==> config.mk <==
export PLATFORM = sky130hd
export DESIGN_NAME = manual_autodriver
export DESIGN_NICKNAME = d
export VERILOG_FILES = /design/src/rtl/car_pkg.sv /design/src/rtl/manual_autodriver_phase_timer.sv /design/src/rtl/manual_autodriver.sv
export SDC_FILE = /design/constraint.sdc
export NUM_CORES = 1
export LEC_CHECK = 0
export ABC_AREA = 1
export CORE_MARGIN = 5
export CORE_UTILIZATION = 45
export DETAILED_ROUTE_END_ITERATION = 10
export PLACE_DENSITY = 0.63
export SETUP_SLACK_MARGIN = 0.3
export SYNTH_ARGS = -nofsm -noshare
export SYNTH_HDL_FRONTEND = slang
export SYNTH_HIERARCHICAL = 1
export SYNTH_SLANG_ARGS = --single-unit
export TNS_END_PERCENT = 100
==> constraint.sdc <==
create_clock -name clk -period 3.15 [get_ports clk]
set_input_delay 0.315 -clock clk [delete_from_list [all_inputs] [get_ports clk]]
set_output_delay 0.315 -clock clk [all_outputs]
set_load 0.01 [all_outputs]
==> src/rtl/car_pkg.sv <==
// Shared definitions for the manual-car driver: car FSM encodings, command
// opcodes, control patterns and the driver's registered output bundle.
package car_pkg;

    // States reported by the downstream manual car FSM
    localparam logic [1:0] ST_NOT_STARTING = 2'b00;
    localparam logic [1:0] ST_STARTING     = 2'b01;
    localparam logic [1:0] ST_MOVING       = 2'b10;

    // Command opcodes (2'b11 is reserved and behaves like STOP)
    localparam logic [1:0] OP_STOP = 2'b00;
    localparam logic [1:0] OP_FWD  = 2'b01;
    localparam logic [1:0] OP_BWD  = 2'b10;

    // Control patterns as {throttle, reverse, clutch, brake}; the reverse
    // slot is filled with the direction where a pattern carries one.
    localparam logic [3:0] PAT_ENGAGE   = 4'b1010;
    localparam logic [3:0] PAT_LAUNCH   = 4'b1000;
    localparam logic [3:0] PAT_DECLUTCH = 4'b0010;
    localparam logic [3:0] PAT_BRAKE    = 4'b0001;

    typedef enum logic [2:0] {
        S_IDLE     = 3'd0,
        S_ENGAGE   = 3'd1,
        S_LAUNCH   = 3'd2,
        S_CRUISE   = 3'd3,
        S_DECLUTCH = 3'd4,
        S_BRAKE    = 3'd5,
        S_FAULT    = 3'd6
    } fsm_e;

    // Everything the driver presents downstream, registered as one word
    typedef struct packed {
        logic throttle;
        logic reverse;
        logic clutch;
        logic brake;
        logic bu_left;
        logic bu_right;
        logic busy;
    } drv_out_t;

    localparam drv_out_t OUT_IDLE  = drv_out_t'(7'b0000_00_0);
    localparam drv_out_t OUT_FAULT = drv_out_t'({PAT_BRAKE, 2'b00, 1'b1});

    // Output word for an active phase: pattern, direction and turn buttons
    function automatic drv_out_t mk_out(input logic [3:0] pat, input logic rev,
                                        input logic [1:0] bu);
        drv_out_t o;
        o.throttle = pat[3];
        o.reverse  = pat[2] | rev;
        o.clutch   = pat[1];
        o.brake    = pat[0];
        o.bu_left  = bu[1];
        o.bu_right = bu[0];
        o.busy     = 1'b1;
        return o;
    endfunction

endpackage

==> src/rtl/manual_autodriver_phase_timer.sv <==
// Phase timer: counts cycles spent in the current wait phase and flags when
// the minimum hold has been met and when the phase has run out of time.
// i_clear marks the first cycle of a phase; the flags already account for it.
module phase_timer #(
    parameter int HOLD_MIN = 2,
    parameter int TIMEOUT  = 64
) (
    input  logic clk,
    input  logic rst,
    input  logic i_clear,
    output logic o_hold_met,
    output logic o_expired
);
    localparam int CW = $clog2(TIMEOUT + 1);
    localparam logic [CW-1:0] C_MAX = CW'(TIMEOUT);

    logic [CW-1:0] r_cnt;
    logic [CW-1:0] w_base;
    logic [CW-1:0] w_held;

    // Cycles held including the current one, saturating at TIMEOUT
    always_comb begin
        w_base = i_clear ? '0 : r_cnt;
        w_held = (w_base == C_MAX) ? C_MAX : w_base + 1'b1;
    end

    assign o_hold_met = (w_held >= CW'(HOLD_MIN));
    assign o_expired  = (w_held >= C_MAX);

    // Keep the running count for the next cycle
    always_ff @(posedge clk or posedge rst) begin
        if (rst) r_cnt <= '0;
        else     r_cnt <= w_held;
    end

endmodule

==> src/rtl/manual_autodriver.sv <==
// Scripted driver for the manual car FSM. Turns STOP/FWD/BWD commands into
// clutch/throttle/brake/reverse/turn sequences, advancing each phase only
// when the car's reported state confirms it.
// Command handshake: a command transfers on a rising edge where cmd_valid
// and cmd_ready are both high; cmd_ready is high only in IDLE, and any
// cmd_valid seen while busy is dropped, never queued.
module manual_autodriver
    import car_pkg::*;
#(
    parameter int HOLD_MIN = 2,
    parameter int TIMEOUT  = 64
) (
    input  logic       clk,
    input  logic       rst,
    input  logic       cmd_valid,
    output logic       cmd_ready,
    input  logic [1:0] cmd_op,
    input  logic [1:0] cmd_turn,
    input  logic [7:0] cmd_len,
    input  logic [1:0] state,
    output logic       clutch,
    output logic       throttle,
    output logic       brake,
    output logic       reverse,
    output logic       bu_left,
    output logic       bu_right,
    output logic       busy,
    output logic       done,
    output logic       err,
    output logic [2:0] o_dbg_fsm
);
    fsm_e       r_fsm;
    fsm_e       r_fsm_prev;
    drv_out_t   r_out;
    logic       r_done;
    logic       r_err;
    logic       r_rev;
    logic       r_restart;
    logic [1:0] r_turn;
    logic [7:0] r_len;
    logic [7:0] r_cruise_cnt;

    logic       w_phase_start;
    logic       w_hold_met;
    logic       w_expired;
    logic       w_cmd_move;
    logic       w_cmd_rev;
    logic [1:0] w_cmd_turn;
    logic [1:0] w_cur;
    logic [1:0] w_tgt;
    logic       w_wait_bad;
    logic       w_advance;
    logic [7:0] w_cruise_base;
    logic [7:0] w_cruise_held;

    // A phase starts on the first cycle after the FSM changes state
    assign w_phase_start = (r_fsm != r_fsm_prev);

    assign w_cmd_move = (cmd_op == OP_FWD) || (cmd_op == OP_BWD);
    assign w_cmd_rev  = (cmd_op == OP_BWD);
    assign w_cmd_turn = (cmd_turn == 2'b11) ? 2'b00 : cmd_turn;

    phase_timer #(
        .HOLD_MIN (HOLD_MIN),
        .TIMEOUT  (TIMEOUT)
    ) u_timer (
        .clk        (clk),
        .rst        (rst),
        .i_clear    (w_phase_start),
        .o_hold_met (w_hold_met),
        .o_expired  (w_expired)
    );

    // Car state expected on entry to each wait phase and the one that ends it
    always_comb begin
        w_cur = ST_NOT_STARTING;
        w_tgt = ST_NOT_STARTING;
        case (r_fsm)
            S_ENGAGE:   begin w_cur = ST_NOT_STARTING; w_tgt = ST_STARTING;     end
            S_LAUNCH:   begin w_cur = ST_STARTING;     w_tgt = ST_MOVING;       end
            S_DECLUTCH: begin w_cur = ST_MOVING;       w_tgt = ST_STARTING;     end
            S_BRAKE:    begin w_cur = ST_STARTING;     w_tgt = ST_NOT_STARTING; end
            default:    begin w_cur = ST_NOT_STARTING; w_tgt = ST_NOT_STARTING; end
        endcase
    end

    assign w_wait_bad = (state != w_cur) && (state != w_tgt);
    assign w_advance  = w_hold_met && (state == w_tgt);

    // Cruise cycles held including the current one, saturating at 255
    always_comb begin
        w_cruise_base = w_phase_start ? 8'd0 : r_cruise_cnt;
        w_cruise_held = (w_cruise_base == 8'hFF) ? 8'hFF : w_cruise_base + 8'd1;
    end

    // Cruise counter and previous-state tracking for phase entry detection
    always_ff @(posedge clk or posedge rst) begin
        if (rst) begin
            r_cruise_cnt <= '0;
            r_fsm_prev   <= S_IDLE;
        end else begin
            r_cruise_cnt <= w_cruise_held;
            r_fsm_prev   <= r_fsm;
        end
    end

    // Command sequencer; every transition also loads the output pattern
    always_ff @(posedge clk or posedge rst) begin
        if (rst) begin
            r_fsm     <= S_IDLE;
            r_out     <= OUT_IDLE;
            r_done    <= 1'b0;
            r_err     <= 1'b0;
            r_rev     <= 1'b0;
            r_restart <= 1'b0;
            r_turn    <= '0;
            r_len     <= '0;
        end else begin
            r_done <= 1'b0;
            case (r_fsm)
                S_IDLE: begin
                    if (cmd_valid) begin
                        r_rev     <= w_cmd_rev;
                        r_turn    <= w_cmd_turn;
                        r_len     <= cmd_len;
                        r_restart <= w_cmd_move && (state != ST_NOT_STARTING);
                        // The car is always brought to rest before a direction is set
                        if (state == ST_MOVING) begin
                            r_fsm <= S_DECLUTCH;
                            r_out <= mk_out(PAT_DECLUTCH, 1'b0, 2'b00);
                        end else if (state == ST_STARTING) begin
                            r_fsm <= S_BRAKE;
                            r_out <= mk_out(PAT_BRAKE, 1'b0, 2'b00);
                        end else if (!w_cmd_move) begin
                            r_done <= 1'b1;
                        end else if (state == ST_NOT_STARTING) begin
                            r_fsm <= S_ENGAGE;
                            r_out <= mk_out(PAT_ENGAGE, w_cmd_rev, 2'b00);
                        end else begin
                            r_fsm <= S_FAULT;
                            r_out <= OUT_FAULT;
                            r_err <= 1'b1;
                        end
                    end
                end
                S_ENGAGE, S_LAUNCH, S_DECLUTCH, S_BRAKE: begin
                    if (w_wait_bad || (!w_advance && w_expired)) begin
                        r_fsm <= S_FAULT;
                        r_out <= OUT_FAULT;
                        r_err <= 1'b1;
                    end else if (w_advance) begin
                        case (r_fsm)
                            S_ENGAGE: begin
                                r_fsm <= S_LAUNCH;
                                r_out <= mk_out(PAT_LAUNCH, r_rev, 2'b00);
                            end
                            S_LAUNCH: begin
                                if (r_len == 8'd0) begin
                                    r_fsm <= S_DECLUTCH;
                                    r_out <= mk_out(PAT_DECLUTCH, 1'b0, 2'b00);
                                end else begin
                                    r_fsm <= S_CRUISE;
                                    r_out <= mk_out(PAT_LAUNCH, r_rev, r_turn);
                                end
                            end
                            S_DECLUTCH: begin
                                r_fsm <= S_BRAKE;
                                r_out <= mk_out(PAT_BRAKE, 1'b0, 2'b00);
                            end
                            default: begin
                                if (r_restart) begin
                                    r_restart <= 1'b0;
                                    r_fsm     <= S_ENGAGE;
                                    r_out     <= mk_out(PAT_ENGAGE, r_rev, 2'b00);
                                end else begin
                                    r_fsm  <= S_IDLE;
                                    r_out  <= OUT_IDLE;
                                    r_done <= 1'b1;
                                end
                            end
                        endcase
                    end
                end
                S_CRUISE: begin
                    if (state != ST_MOVING) begin
                        r_fsm <= S_FAULT;
                        r_out <= OUT_FAULT;
                        r_err <= 1'b1;
                    end else if (w_cruise_held == r_len) begin
                        r_fsm <= S_DECLUTCH;
                        r_out <= mk_out(PAT_DECLUTCH, 1'b0, 2'b00);
                    end
                end
                S_FAULT: begin
                    r_out <= OUT_FAULT;
                end
                default: begin
                    r_fsm <= S_FAULT;
                    r_out <= OUT_FAULT;
                    r_err <= 1'b1;
                end
            endcase
        end
    end

    assign {throttle, reverse, clutch, brake, bu_left, bu_right, busy} = r_out;
    assign cmd_ready = (r_fsm == S_IDLE);
    assign done      = r_done;
    assign err       = r_err;
    assign o_dbg_fsm = r_fsm;

endmodule

==> reports/results.ini <==
[pwr]
leakage_uw=0.00178
p_per_area_nw_per_um2=881
vdd_drop_max_uv=492
power_uw=3080

[logic_synthesis]
synth_warnings=6
synth_top_cell_area_share=0.395
synth_seq_cells=42
synth_compound_area_frac=0.0959
synth_area_um2=2660
syn_area_per_cell_um2=7.27
muxShareOfSynthArea=0
yosys.area_share.simple=0.339
synth_common_cells=nand2_1 (103), inv_1 (61), dfrtp_1 (42)
yosysMostFrequentCell=nand2_1
postSynthCellCount=366
yosys_most_used_dff=dfrtp_1
synthXorXnorAreaFrac=0.0230
yosys.area.top_type=dfrtp_1
yosysSeqAreaShare=0.395
synthArstFlopShare=1.00
ys_types=30
synth_top_family_by_area=simple AND/OR/NAND/NOR gates
yosys.area_share.adder=0.0470
synth_area_leaders=dfrtp_1 (39%), nand2_1 (15%), inv_1 (8.6%)
synth_edf_count=0
synth_nets=393

[setup_path]
cpMaxStageDelayCell=dfrtp_2
cpPeakStageDelay_ns=0.43
crit_path_start=o_dbg_fsm[2]$_DFFE_PP0P_
cp.required_ns=3.34
cp-end-kind=flip-flop
timing.rr.end=busy$_DFFE_PP0P_
path_cells=inv_2, nand2_2, nand2_2, nand2_2, nor2_4, inv_2, inv_4, nand2_4, inv_4, ha_4, nand4_4, nor2_1, nand2_1, nand2_2, nor2_2, nand2_1, nand4_1, buf_6, buf_6, a31oi_4, buf_12, nand2_4, nand2_2, o21ai_2
crit_fanout=6
cp_data_arrival_time_ns=2.91
r2r_start=o_dbg_fsm[2]$_DFFE_PP0P_
start_kind=flip-flop
r2r_slack_ns=0.43
crit_family=simple AND/OR/NAND/NOR gates
crit_cells=24
crit_buf_inv=7
critical_path_class=reg -> reg
worstSetupEndpoint=busy$_DFFE_PP0P_
cpMostUsedCell=nand2_2
reg2reg_depth=24

[placement]
portBuffers=29
gp_congestion=0.893
dpl.hpwl_mm=5.07

[detailed_routing]
ant_nets=0
via_count=2552
drt_wl_total_mm=6.59
detail_route.wl_per_cell_um=13.2
drtPass1Iterations=4
drtIter0Drc=143
post-route-drc-count=0
vias_per_cell=5.11

[run_status]
status=finished clean

[cells_and_area]
nNetsFinal=450
layout-drive-gt1-share=0.231
multi_input_area_um2=1510
seqCellArea_um2=1050
insertedDiodeCount=0
n_fill_cell=556
area_delta_synth_final_pct=31.4

[timing]
finalSetupTns_ns=0
tightest_slew_ns=0.473
period_share=0.863
hold_violations=0
fin_skew_ns=0.00530
slew_violations=0
slew-limit-headroom=0.681
fmax_mhz=368
period_minus_slack_ns=2.72
rsz0062_at_grt=yes
setup_violations=0

[global_routing]
antenna_found_initial=0
grt_overflow=0
grt_pass1_wl_mm=11.2
grt_pass1_vias=2467
grt_max_degree=20
grtUsageTotal=0.186

[cts]
clk_latency_ns=0.30
numCtsBuffers=5
cts_tree=built
cts_root_buffer=clkbuf_8
clock_path_buffers=2
path_clk_slew_ns=0.09
cts_hold_repair.buffers=0
ctsHtreeMaxLevel=2
cts_sinks=42

[die]
io_pins=30
die_h_um=86.9
rows=28
start_util=0.455
die_area_um2=7560
die_w_um=86.9
core_area_um2=5850

[run]
max-cap-violations=0

[hold_path]
hold_path.class=in -> async

## area by class of cell
type,count,area share
multi-input combinational,258,0.432
sequential,42,0.301
timing repair buffer,53,0.142
inverter,63,0.0697
tap,75,0.0268
clock buffer,5,0.0197
clock inverter,3,0.00822
## layer usage
metal | track usage | vias to the layer above | part of all wire
li1 | - | 1276 | -
met1 | 0.245 | 1210 | 0.46
met2 | 0.308 | 56 | 0.48
met3 | 0.0416 | 10 | 0.042
met4 | 0.0482 | 0 | 0.014
met5 | 0 | - | 0
## power breakdown
part | internal, µW | switching [µW] | total (µW)
sequential | 692 | 101 | 793
combinational | 817 | 1090 | 1910
clock | 166 | 216 | 382
total | 1670 | 1410 | 3080
## sequential cells by signal, summed over array words and instances, names as in the netlist
name and flops:
r_len 8, clutch 1, bu_right 1, r_rev 1, err 1, done 1
r_cruise_cnt 8, throttle 1, brake 1, busy 1, r_restart 1, o_dbg_fsm 3
r_fsm_prev 3, u_timer/r_cnt 7, bu_left 1, r_turn 2, reverse 1
## worst register-to-register path, cell delays in order, from the launching register on
cell     delay, ns
dfrtp_2       0.43
inv_2         0.09
nand2_2       0.06
nand2_2       0.07
nand2_2       0.06
nor2_4        0.09
inv_2         0.07
inv_4         0.08
nand2_4       0.08
inv_4         0.06
ha_4          0.14
nand4_4       0.10
nor2_1        0.14
nand2_1       0.11
nand2_2       0.09
nor2_2        0.03
nand2_1       0.05
nand4_1       0.10
buf_6         0.15
buf_6         0.11
a31oi_4       0.15
buf_12        0.15
nand2_4       0.08
nand2_2       0.07
o21ai_2       0.05
## metrics by stage
stage	std cells	setup slack [ns]	area, µm²	util	hold slack (ns)
floorplan	366	0.301	2700	-	0.118
global placement	472	0.233	3100	0.530	0.468
detailed placement	472	0.113	3100	0.530	0.454
CTS	488	0.344	3280	0.560	0.278
global route	499	0.204	3500	0.598	0.298
finish	499	0.433	3500	0.598	0.273
## how the worst min path moves through the flow
stage                               start                         end  slack, ns
floorplan                             rst  u_timer/r_cnt[0]$_DFF_PP0_       0.12
global placement    r_restart$_DFFE_PP0P_       r_restart$_DFFE_PP0P_       0.47
detailed placement        err$_DFFE_PP0P_             err$_DFFE_PP0P_       0.45
CTS                                   rst  u_timer/r_cnt[5]$_DFF_PP0_       0.28
global route                          rst  u_timer/r_cnt[3]$_DFF_PP0_       0.30
finish                                rst  u_timer/r_cnt[5]$_DFF_PP0_       0.27
## kinds of logic (layout without fill, tap and decap cells)
family	Yosys count	after routing
xor+xnor	7	7
buf+inv	67	124
flops	42	42
compound gates	39	39
simple gates	201	202
fa+ha+maj	10	10
## what timing repair did
action,CTS,global route
endpoints found under the setup margin,11,12
buffers inserted,7,11
cloned,1,0
gates resized for setup,6,36
pin swaps,3,23
## placed cells by master (no fill, tap or decap), types with 3 or more instances in the layout
master | synthesis | layout
nand2_1 | 103 | 91
inv_1 | 61 | 54
dfrtp_1 | 42 | 39
nor2_1 | 34 | 29
clkdlybuf4s50_1 | 0 | 29
nand3_1 | 27 | 24
nand2_2 | 11 | 20
buf_4 | 0 | 19
o21ai_0 | 17 | 16
nand4_1 | 15 | 15
a21oi_1 | 8 | 8
nor2_2 | 3 | 7
ha_1 | 10 | 7
inv_2 | 2 | 6
nand2_4 | 2 | 6
o21ai_2 | 5 | 6
xor2_1 | 6 | 5
clkbuf_8 | 0 | 5
buf_6 | 2 | 4
nand3_2 | 1 | 3
dfrtp_2 | 0 | 3
inv_4 | 0 | 3
Power figures use the tool's default switching activity.
